[src/rtl/srl_sra_seq.sv]
// -----------------------------------------------------------------------------
// srl_sra_seq
//
// Multicycle logical/arithmetic right shifter for the execute stage. The
// operand is loaded into a working register and shifted right by up to
// SHIFT_PER_CYCLE bit positions per cycle until the requested shift amount
// has been consumed. A start/valid handshake lets the ALU control stall the
// pipeline while a shift is in progress.
//
// Parameters:
//   SHIFT_PER_CYCLE  bit positions shifted per SHIFT cycle (1, 2, 4, 8 or 16)
//
// Ports:
//   i_clk        core clock, rising edge
//   i_rst_n      synchronous active-low reset
//   i_start      request a new shift (taken in IDLE or DONE only)
//   i_flush      pipeline flush, aborts the operation in flight
//   i_arith      1 = SRA (sign fill), 0 = SRL (zero fill), latched at accept
//   i_rotate     (SRL_ROTATE_EN builds only) 1 = rotate right, latched at accept
//   i_operand_a  value to shift
//   i_operand_b  shift amount
//   o_busy       high while shifting
//   o_valid      one-cycle pulse, o_srl_data is final
//   o_srl_data   working/result register
//
// Build option:
//   SRL_ROTATE_EN  when defined, adds i_rotate and a rotate-right mode
//                  (Zbb ROR/RORI) with identical timing and handshake.
// -----------------------------------------------------------------------------
module srl_sra_seq #(
    parameter int SHIFT_PER_CYCLE = 4
) (
    input  logic        i_clk,
    input  logic        i_rst_n,
    input  logic        i_start,
    input  logic        i_flush,
    input  logic        i_arith,
`ifdef SRL_ROTATE_EN
    input  logic        i_rotate,
`endif
    input  logic [31:0] i_operand_a,
    input  logic [4:0]  i_operand_b,
    output logic        o_busy,
    output logic        o_valid,
    output logic [31:0] o_srl_data
);

    // Only power-of-two steps up to 16 keep the per-cycle shifter small.
    generate
        if (SHIFT_PER_CYCLE != 1 && SHIFT_PER_CYCLE != 2 && SHIFT_PER_CYCLE != 4 &&
            SHIFT_PER_CYCLE != 8 && SHIFT_PER_CYCLE != 16) begin : g_bad_step
            $error("srl_sra_seq: SHIFT_PER_CYCLE must be 1, 2, 4, 8 or 16");
        end
    endgenerate

    localparam logic [4:0] STEP = 5'(SHIFT_PER_CYCLE);

    typedef enum logic [1:0] {
        IDLE  = 2'd0,
        SHIFT = 2'd1,
        DONE  = 2'd2
    } state_e;

    state_e      state_q, state_d;
    logic [31:0] data_q, data_d;
    logic [4:0]  rem_q, rem_d;
    logic        fill_q, fill_d;
`ifdef SRL_ROTATE_EN
    logic        rotate_q, rotate_d;
`endif

    logic [4:0]  stepK;
    logic [4:0]  remNext;
    logic [63:0] extended;
    logic [63:0] extShifted;
    logic [31:0] shifted;

    // Per-cycle datapath. The working word is extended to 64 bits with the
    // fill bit (or with a second copy of itself when rotating) so a single
    // logical right shift yields the filled/rotated result in the low half.
    always_comb begin
        stepK    = (rem_q < STEP) ? rem_q : STEP;
        remNext  = rem_q - stepK;
        extended = {{32{fill_q}}, data_q};
`ifdef SRL_ROTATE_EN
        if (rotate_q) begin
            extended = {data_q, data_q};
        end
`endif
        extShifted = extended >> stepK;
        shifted    = extShifted[31:0];
    end

    // Next-state logic. Flush wins over start; start is only honoured in
    // IDLE or DONE so DONE can hand over to a new operation without a bubble.
    always_comb begin
        state_d = state_q;
        data_d  = data_q;
        rem_d   = rem_q;
        fill_d  = fill_q;
`ifdef SRL_ROTATE_EN
        rotate_d = rotate_q;
`endif
        if (i_flush) begin
            state_d = IDLE;
        end else begin
            case (state_q)
                IDLE, DONE: begin
                    if (i_start) begin
                        data_d  = i_operand_a;
                        fill_d  = i_arith & i_operand_a[31];
                        rem_d   = i_operand_b;
`ifdef SRL_ROTATE_EN
                        rotate_d = i_rotate;
`endif
                        state_d = (i_operand_b != 5'd0) ? SHIFT : DONE;
                    end else begin
                        state_d = IDLE;
                    end
                end
                SHIFT: begin
                    data_d = shifted;
                    rem_d  = remNext;
                    if (remNext == 5'd0) begin
                        state_d = DONE;
                    end
                end
                default: begin
                    state_d = IDLE;
                end
            endcase
        end
    end

    always_ff @(posedge i_clk) begin
        if (!i_rst_n) begin
            state_q <= IDLE;
            data_q  <= 32'h0;
            rem_q   <= 5'd0;
            fill_q  <= 1'b0;
`ifdef SRL_ROTATE_EN
            rotate_q <= 1'b0;
`endif
        end else begin
            state_q <= state_d;
            data_q  <= data_d;
            rem_q   <= rem_d;
            fill_q  <= fill_d;
`ifdef SRL_ROTATE_EN
            rotate_q <= rotate_d;
`endif
        end
    end

    assign o_busy     = (state_q == SHIFT);
    assign o_valid    = (state_q == DONE);
    assign o_srl_data = data_q;

endmodule

[config.mk]
export PLATFORM = sky130hd
export DESIGN_NAME = srl_sra_seq
export DESIGN_NICKNAME = d
export VERILOG_FILES = /design/src/rtl/srl_sra_seq.sv
export SDC_FILE = /design/constraint.sdc
export NUM_CORES = 1
export LEC_CHECK = 0
export ABC_AREA = 1
export BUFFER_PORTS_ARGS = -buffer_cell sky130_fd_sc_hd__buf_2
export CAP_MARGIN = 25
export CORE_MARGIN = 4
export CORE_UTILIZATION = 45
export CTS_CLUSTER_DIAMETER = 100
export DETAILED_ROUTE_END_ITERATION = 8
export PLACE_DENSITY = 0.77
export REMOVE_ABC_BUFFERS = 1
export SLEW_MARGIN = 40
export SYNTH_ARGS = -nofsm -noshare
export SYNTH_HDL_FRONTEND = slang
export SYNTH_SLANG_ARGS = --single-unit
[constraint.sdc]
create_clock -name i_clk -period 1.8 [get_ports i_clk]
set_input_delay 0.27 -clock i_clk [delete_from_list [all_inputs] [get_ports i_clk]]
set_output_delay 0.27 -clock i_clk [all_outputs]
set_load 0.01 [all_outputs]
* Yosys cells after proc, flatten, opt, wreduce, memory -nomap -nowiden *
Cells that the tools add are included.

word-level totals
  register bits after elaboration = 40
  latch bits = 0
  RAM bits = 0
  bits in read-only memories = 0
  input bits = 42
  output and inout port bits = 34
  logic and storage cells = 31
  memories kept = 0

cells by class
  add/subtract/negate cells = 1
  multiply operators = 0
  divide/modulo/power cells = 0
  order comparisons = 1
  eq/ne operators = 4
  shift-type cells = 1
  mux-type cells = 9
  bitwise logic cells = 3
  reduce and logical (&&, ||, !) cells = 8

operators with widths
  kind                                                         number
  one-hot mux 32 bit (2 select lines)                          1
  >> shifter 64 x 5 -> 32 bit                                  1
  2-to-1 mux 32 bit                                            1
  2-to-1 mux 5 bit                                             2
  one-hot mux 5 bit (2 select lines)                           1
  2-to-1 mux 2 bit                                             3
  AND reduction 3 bit                                          2
  logical NOT 5 bit                                            1
  less-than comparator 5 x 3 -> 1 bit (second input constant)  1
  nonzero test 5 bit                                           1
  subtractor 5 bit                                             1
  one-hot mux 2 bit (2 select lines)                           1
  OR reduction 2 bit                                           2
  == test 2 x 1 -> 1 bit (second input constant)               1
  == test 2 bit (second input constant)                        1
  logical NOT 2 bit                                            1
  inequality test 2 x 1 -> 1 bit (second input constant)       1
  inequality test 2 bit (second input constant)                1
  inverter 1 bit                                               2
  nonzero test 2 bit                                           1
  bitwise AND 1 bit                                            1

* Longest topological paths before layout *
Gate-level depths: netlist (run 1).

  depth after elaboration = 6
  depth in mapped cells = 15
  gate-level depth less buffers = 14

* Worst setup path before layout (run 1) *
Ideal clock, no wire load.

  kind = register to register
  start point = register rem_q[3]
  end point = register state_q[0]
  setup time = 0.109 ns
  arrival = 1.520 ns
  required time = 1.691 ns
  setup slack = 0.171 ns
  cell stages (with the launch flop) = 14
  path buffers = 1
  period minus slack after synthesis = 1.629 ns
  cells stage by stage = dfxtp_1 > nor2_4 > nand2_8 > buf_6 > nand2_4 > ha_1 > inv_1 > nand2_1 > nor2_1 > nand3_1 > nand2_1 > nand3_1 > nand2_1 > inv_1

on the way
  longest elaborated chain between the ends = 5

ends and longest elaborated chain
  item                                                 RTL line  text
  start: declaration                                   66        logic [4:0] rem_q, rem_d;
  start signal: assignment                             147       rem_q <= rem_d;
  less-than comparator 5 x 3 -> 1 bit                  82        stepK = (rem_q < STEP) ? rem_q : STEP;
  2-to-1 mux 5 bit                                     82
  subtractor 5 bit (*)                                 83        remNext = rem_q - stepK;
  logical NOT 5 bit (*)                                124       if (remNext == 5'd0) begin
  inequality test 2 x 1 -> 1 bit (no source line) (*)  --
  end signal: assignment                               145       state_q <= state_d;
  end: declaration                                     64        state_e state_q, state_d;

Mark *: on every way between the ends. The rest lies on a longest branch, timed or not.
A chain may end at the register's enable or synchronous reset.

* Worst setup path after layout (run 1) *
  start point = register rem_q[3]
  end point = register data_q[29], in the netlist o_srl_data[29]

on the way
  longest elaborated chain between the ends = 4

ends and longest elaborated chain
  item                                     RTL line  text
  less-than comparator 5 x 3 -> 1 bit      82
  2-to-1 mux 5 bit (*)                     82
  >> shifter 64 x 5 -> 32 bit (*)          90        extShifted = extended >> stepK;
  one-hot mux 32 bit (2 select lines) (*)  107       case (state_q)
  end signal: assignment                   146       data_q <= data_d;
  end: declaration                         65        logic [31:0] data_q, data_d;

Marks and branches as above.

==> run metrics, run 1 <==
boundary pin count=76; Inserted Clock Buffers=5; die span in y=90.8 um; startpoint types=flop; total power=2.68 mW; GRT Resource Usage Total=0.210; minimum clock period=1620 ps; layout cells sized above 1=0.244; Initial Util=0.475; FF-to-FF End=o_srl_data[29]$_SDFFE_PN0P_; most frequent cell after synthesis=nand2_1; P_sw=1.02 mW; Post-synth EDFFs=0; Leak Pwr=1.56 nW; Routed WL per cell=13.7 um; Final Max Slew Viols=0; final period utilization=0.900; ys async rst share=0; prevailing post-synth register cell=dfxtp_1; grt ovf=0; ANT cells=0; status=complete, no violations; # H-tree levels=2; drt initial violations=232; Max Clock Skew=12.0 ps; maximum vdd ir drop=0.000658 V; Hold Path Origin=i_operand_a[15]; port buffer count=75; f_max=617 MHz; Synth top area share=0.260; core area=6490 um2; First-pass DRT Iterations=5; std cell rows=29; die width=90.8 um; hold slack final=246 ps; Worst-Skew Late Latency=300 ps; largest net degree at the start of global routing=47; post-route ant nets=0; Clock Power Share=0.250; power share of the combinational group=0.363; detailed placement HPWL=6.06 mm; crit path capture type=flop; Net Sw Frac=0.383; crit path max fanout=27; Final Wtd Congestion=0.872; Post-Syn Area=3080 um2; Reg2Reg Depth=8; PwrDens=758 nW/um2; Crit path required time=1970 ps; yosys warns=0; Hold Path Class=input pin to flop; r2r startpoint=rem_q[3]$_SDFFE_PN0P_; first-pass GRT wire length=14.6 mm; initial antenna violation count=0; clock-pin transition on the worst setup and hold timing paths=80 ps; placed cell count=610; clk sinks=40; Area Growth Syn to Fin=14.4%; cell taking the most area after synthesis=dfxtp_1; cell internal pwr=1.65 mW; max cap viols=0; hold path depth=3; setup tns final=0 ps; CTS root buf=clkbuf_8; routed vias=3416; CTS Buffer Depth=2; Post-Synthesis Cells=479; final hold viol count=0; Area contributors post-synth=dfxtp_1 (26%), a21oi_1 (14%), nand2_1 (11%); Routed WL=8.47 mm; Seq pwr share=0.388; Netlist cell types=34; Syn Area/Cell=6.44 um2; fin cells=618; Seq cells post-synth=40; vias in the first global route=3201; CP arrival=1790 ps; DRC Markers=0; Setup CP Type=flop to flop; most frequent cells after synthesis=nand2_1 (94), a21oi_1 (87), nand3_1 (47); fin nets=584; full die area=8240 um2; post-synthesis sequential area ratio=0.260; vias per cell=5.53; hold endpoint=o_srl_data[15]$_SDFFE_PN0P_; endpoints failing setup=0; CTS tree=built; final-layout fill cell count=635; r2r setup slk=180 ps
flip-flops by register name (all words and copies together), names as in the netlist:
| signal | cells |
|---|---|
| fill_q | 1 |
| o_srl_data | 32 |
| rem_q | 5 |
| state_q | 2 |
cell usage in the layout (no fill, tap or decap):
cell type | synthesis | layout
and2_1 | 1 | 1
nor2_4 | 2 | 2
nor3_1 | 1 | 1
nand2_8 | 2 | 2
a21oi_1 | 87 | 87
a31oi_1 | 3 | 3
inv_1 | 41 | 40
nand2_4 | 1 | 1
nand2_1 | 94 | 94
o21ai_1 | 6 | 6
dfxtp_2 | 0 | 1
a211oi_1 | 1 | 1
o21ai_4 | 1 | 1
o211ai_1 | 27 | 27
o21ai_0 | 39 | 39
clkbuf_8 | 0 | 7
ha_1 | 1 | 1
nand3_1 | 47 | 47
nor2_8 | 3 | 3
nor3b_1 | 1 | 1
buf_4 | 3 | 13
inv_2 | 7 | 8
inv_6 | 1 | 1
conb_1 | 1 | 1
buf_2 | 9 | 75
o21ai_2 | 1 | 1
nand2_2 | 9 | 9
dfxtp_1 | 40 | 39
a21oi_2 | 6 | 6
nor2_2 | 1 | 1
nor2_1 | 21 | 21
or2_2 | 1 | 1
cell families (layout without fill, tap and decap cells):
logic type | after synthesis | count (layout) | share of synthesized area
adders and majority gates | 1 | 1 | 0.00406
other | 1 | 1 | 0.00122
DFF | 40 | 40 | 0.260
and+or+nand+nor | 184 | 184 | 0.288
buffers and inverters | 82 | 144 | 0.133
AOI/OAI and AO/OA | 171 | 171 | 0.314
routing by layer:
metal | up-vias | GRT usage | routed length [um]
li1 | 1739 | - | -
met1 | 1539 | 0.262 | 3790
met2 | 130 | 0.359 | 4030
met3 | 8 | 0.0483 | 567
met4 | 0 | 0.0603 | 80
met5 | - | 0 | 0
worst max-delay path by stage:
stage	startpoint	end	slack, ps	cells after the start
floorplan	state_q[0]$_SDFFE_PP0P_	o_srl_data[1]$_SDFFE_PN0P_	-520	8
global placement	rem_q[3]$_SDFFE_PN0P_	state_q[0]$_SDFFE_PP0P_	190	12
detailed placement	rem_q[3]$_SDFFE_PN0P_	state_q[0]$_SDFFE_PP0P_	140	12
CTS	rem_q[3]$_SDFFE_PN0P_	state_q[0]$_SDFFE_PP0P_	130	12
global route	rem_q[3]$_SDFFE_PN0P_	state_q[0]$_SDFFE_PP0P_	-0.1	14
finish	rem_q[3]$_SDFFE_PN0P_	o_srl_data[29]$_SDFFE_PN0P_	180	8
power by group through the flow:
stage	Clock, mW	Sequential [mW]	Combinational [mW]
final	0.668	1.04	0.971
after global routing	0.728	1.05	1.09
after CTS	0.684	1.04	0.963
after detailed placement	0	1.06	0.960
after global placement	0	1.05	0.946
after floorplan	0	1.08	0.621
critical path, stage by stage, from the launching register on:
cell,delay (ps)
dfxtp_1,350
nor2_4,190
nand2_8,130
nor2_8,320
nand2_1,130
nand3_1,120
nand3_1,100
nand2_1,70
a21oi_1,50
per-stage QoR:
stage          instance area [um2]  worst slack (ps)  utilization
2_1_floorplan                 2860              -521            -
3_3_place_gp                  3420               189        0.527
3_5_place_dp                  3420               137        0.527
4_1_cts                       3520               126        0.542
5_1_grt                       3530            -0.121        0.543
6_report                      3530               180        0.543
final cells by class:
class	instances	area, um2	share of cell area
Multi-Input combinational cell	357	1870	0.530
Sequential cell	40	802	0.227
Timing Repair Buffer	88	473	0.134
Inverter	49	189	0.0535
Clock buffer	7	96.3	0.0273
Tap cell	77	96.3	0.0273
what timing repair did:
| action | 4_1_cts | 5_1_grt |
|---|---|---|
| hold buffers | 0 | 0 |
| setup buffers | 0 | 1 |
| endpoints found under the setup margin | 0 | 7 |
| resized for setup | 0 | 2 |
No activity file was read; power rests on OpenSTA's default activity.
==> run 2, diff against run 1 <==
- CORE_UTILIZATION: 45 -> 38
- PLACE_DENSITY: 0.77 -> 0.68
==> run metrics, run 2 (synthesis results as in run 1) <==
status=complete, no violations; detailed placement HPWL=6.44 mm (+6.2%); full die area=9620 um2 (+17%); hold path depth=3 (unchanged); Worst setup startpoint=rem_q[4]$_SDFFE_PN0P_; most frequent cells in the layout=nand2_1 (94), a21oi_1 (87), buf_2 (75); Routed WL per cell=13.6 um (-0.85%); CTS root buf=clkbuf_8; final period utilization=0.911 (+0.0112); commonest non-fill, non-tap cell in the layout=nand2_1; clk sinks=40 (unchanged); boundary pin count=76 (unchanged); met3 Use GR=0.0329 (-0.0155); CTS Buffer Depth=2 (unchanged); Leak Pwr=1.58 nW (+1.4%); Initial Util=0.395 (-0.0798); f_max=610 MHz (-1.2%); Place WS=141 ps (+3.82 ps); Inserted Clock Buffers=5 (unchanged); Area Growth Syn to Fin=16.7%; first-pass GRT wire length=15.1 mm (+3.3%); busiest grt layer=met2; max cap viols=0 (unchanged); Setup CP Type=flop to flop; endpoints failing setup=0 (unchanged); grt ovf=0 (unchanged); std cell rows=32 (+10%); Max Clock Skew=7.57 ps (-4.38 ps); crit path max fanout=18 (-33%); First-pass DRT Iterations=4 (-1); fin nets=587 (+0.51%); vias in the first global route=3196 (-0.16%); max reg flops=32 (unchanged); Final Max Slew Viols=0 (unchanged); drt initial violations=160 (-31%); RSZ-0062 raised after global routing=no; ANT cells=0 (unchanged); DRC Markers=0 (unchanged); CTS tree=built; die span in y=98.1 um (+8.0%); post-route cell area=3600 um2 (+2.0%); vias per cell=5.37 (-2.8%); CTS hold repair buffers=0 (unchanged); Hold Path Class=input pin to flop; Final Wtd Congestion=0.879 (+0.84%); total power=2.68 mW (about the same); maximum vdd ir drop=0.000319 V (-52%); die width=98.1 um (+8.0%); minimum clock period=1640 ps (+20.2 ps); GRT Resource Usage Total=0.182 (-0.0276); worst setup margin=160 ps (-20.2 ps); crit path capture type=flop; startpoint types=flop; Worst-Skew Late Latency=290 ps (about the same); initial antenna violation count=0 (unchanged); met1 GRT Util=0.260 (-0.00134); CP arrival=1830 ps (+40 ps); # H-tree levels=2 (unchanged); r2r startpoint=rem_q[4]$_SDFFE_PN0P_; placed instance area=3500 um2 (+2.3%); GRT met2 Usage=0.286 (-0.0730); Reg2Reg Depth=12 (+4); post-route ant nets=0 (unchanged); final hold viol count=0 (unchanged); Crit path required time=1990 ps (+20 ps); largest net degree at the start of global routing=63 (+34%); clock-pin transition on the worst setup and hold timing paths=80 ps (about the same); port buffer count=75 (unchanged); PwrDens=743 nW/um2 (-2.0%); Routed WL=8.79 mm (+3.8%); core area=7810 um2 (+20%); routed vias=3476 (+1.8%); layout cells sized above 1=0.242 (-0.00179); Hold Path Origin=i_operand_a[24]
-- run 2: report_power, final --
part / switching (mW) / internal, mW
combinational: 0.635 / 0.366
sequential: 0.0746 / 0.963
clock: 0.324 / 0.313
-- run 2: metrics by stage --
| step | util | TNS [ps] | hold slack, ps | cells |
|---|---|---|---|---|
| after floorplan | - | -11560 | 408 | 446 |
| after global placement | 0.449 | 0 | 480 | 638 |
| after detailed placement | 0.449 | 0 | 485 | 638 |
| after CTS | 0.460 | 0 | 243 | 646 |
| after global routing | 0.461 | 0 | 255 | 647 |
| final | 0.461 | 0 | 252 | 647 |
-- run 2: layout make-up --
class	instances	area, um2
repair buffers	91	520
fillers	836	4210
well taps	102	128
inverters	49	189
flip-flops and latches	40	801
clock buffers	8	90.1
multi-input cells	357	1870
-- run 2: metal layers --
layer	vias up	wire length [um]
met5	-	0
met2	119	3940
met3	8	577
li1	1764	-
met1	1585	4190
met4	0	90
-- run 2: what timing repair did --
| item | CTS | global route |
|---|---|---|
| buffers inserted | 0 | 1 |
| gates resized for setup | 0 | 1 |
| setup endpoints to repair | 0 | 2 |
-- run 2: final timing paths --
kind	to	slack, ps
min reg2reg	o_srl_data[29]$_SDFFE_PN0P_	500
max reg2reg	state_q[0]$_SDFFE_PP0P_	160
max	state_q[0]$_SDFFE_PP0P_	160
min	o_srl_data[24]$_SDFFE_PN0P_	250
-- run 2: worst max-delay path: stages, from the launching register on --
cell and delay, ps:
dfxtp_1 350, nor2_4 180, nand2_8 160, nand2_4 100, ha_1 240, inv_1 60, nand2_1 50, nor2_1 90
nand3_1 80, nand2_1 80, nand3_1 80, nand2_1 60, inv_1 30
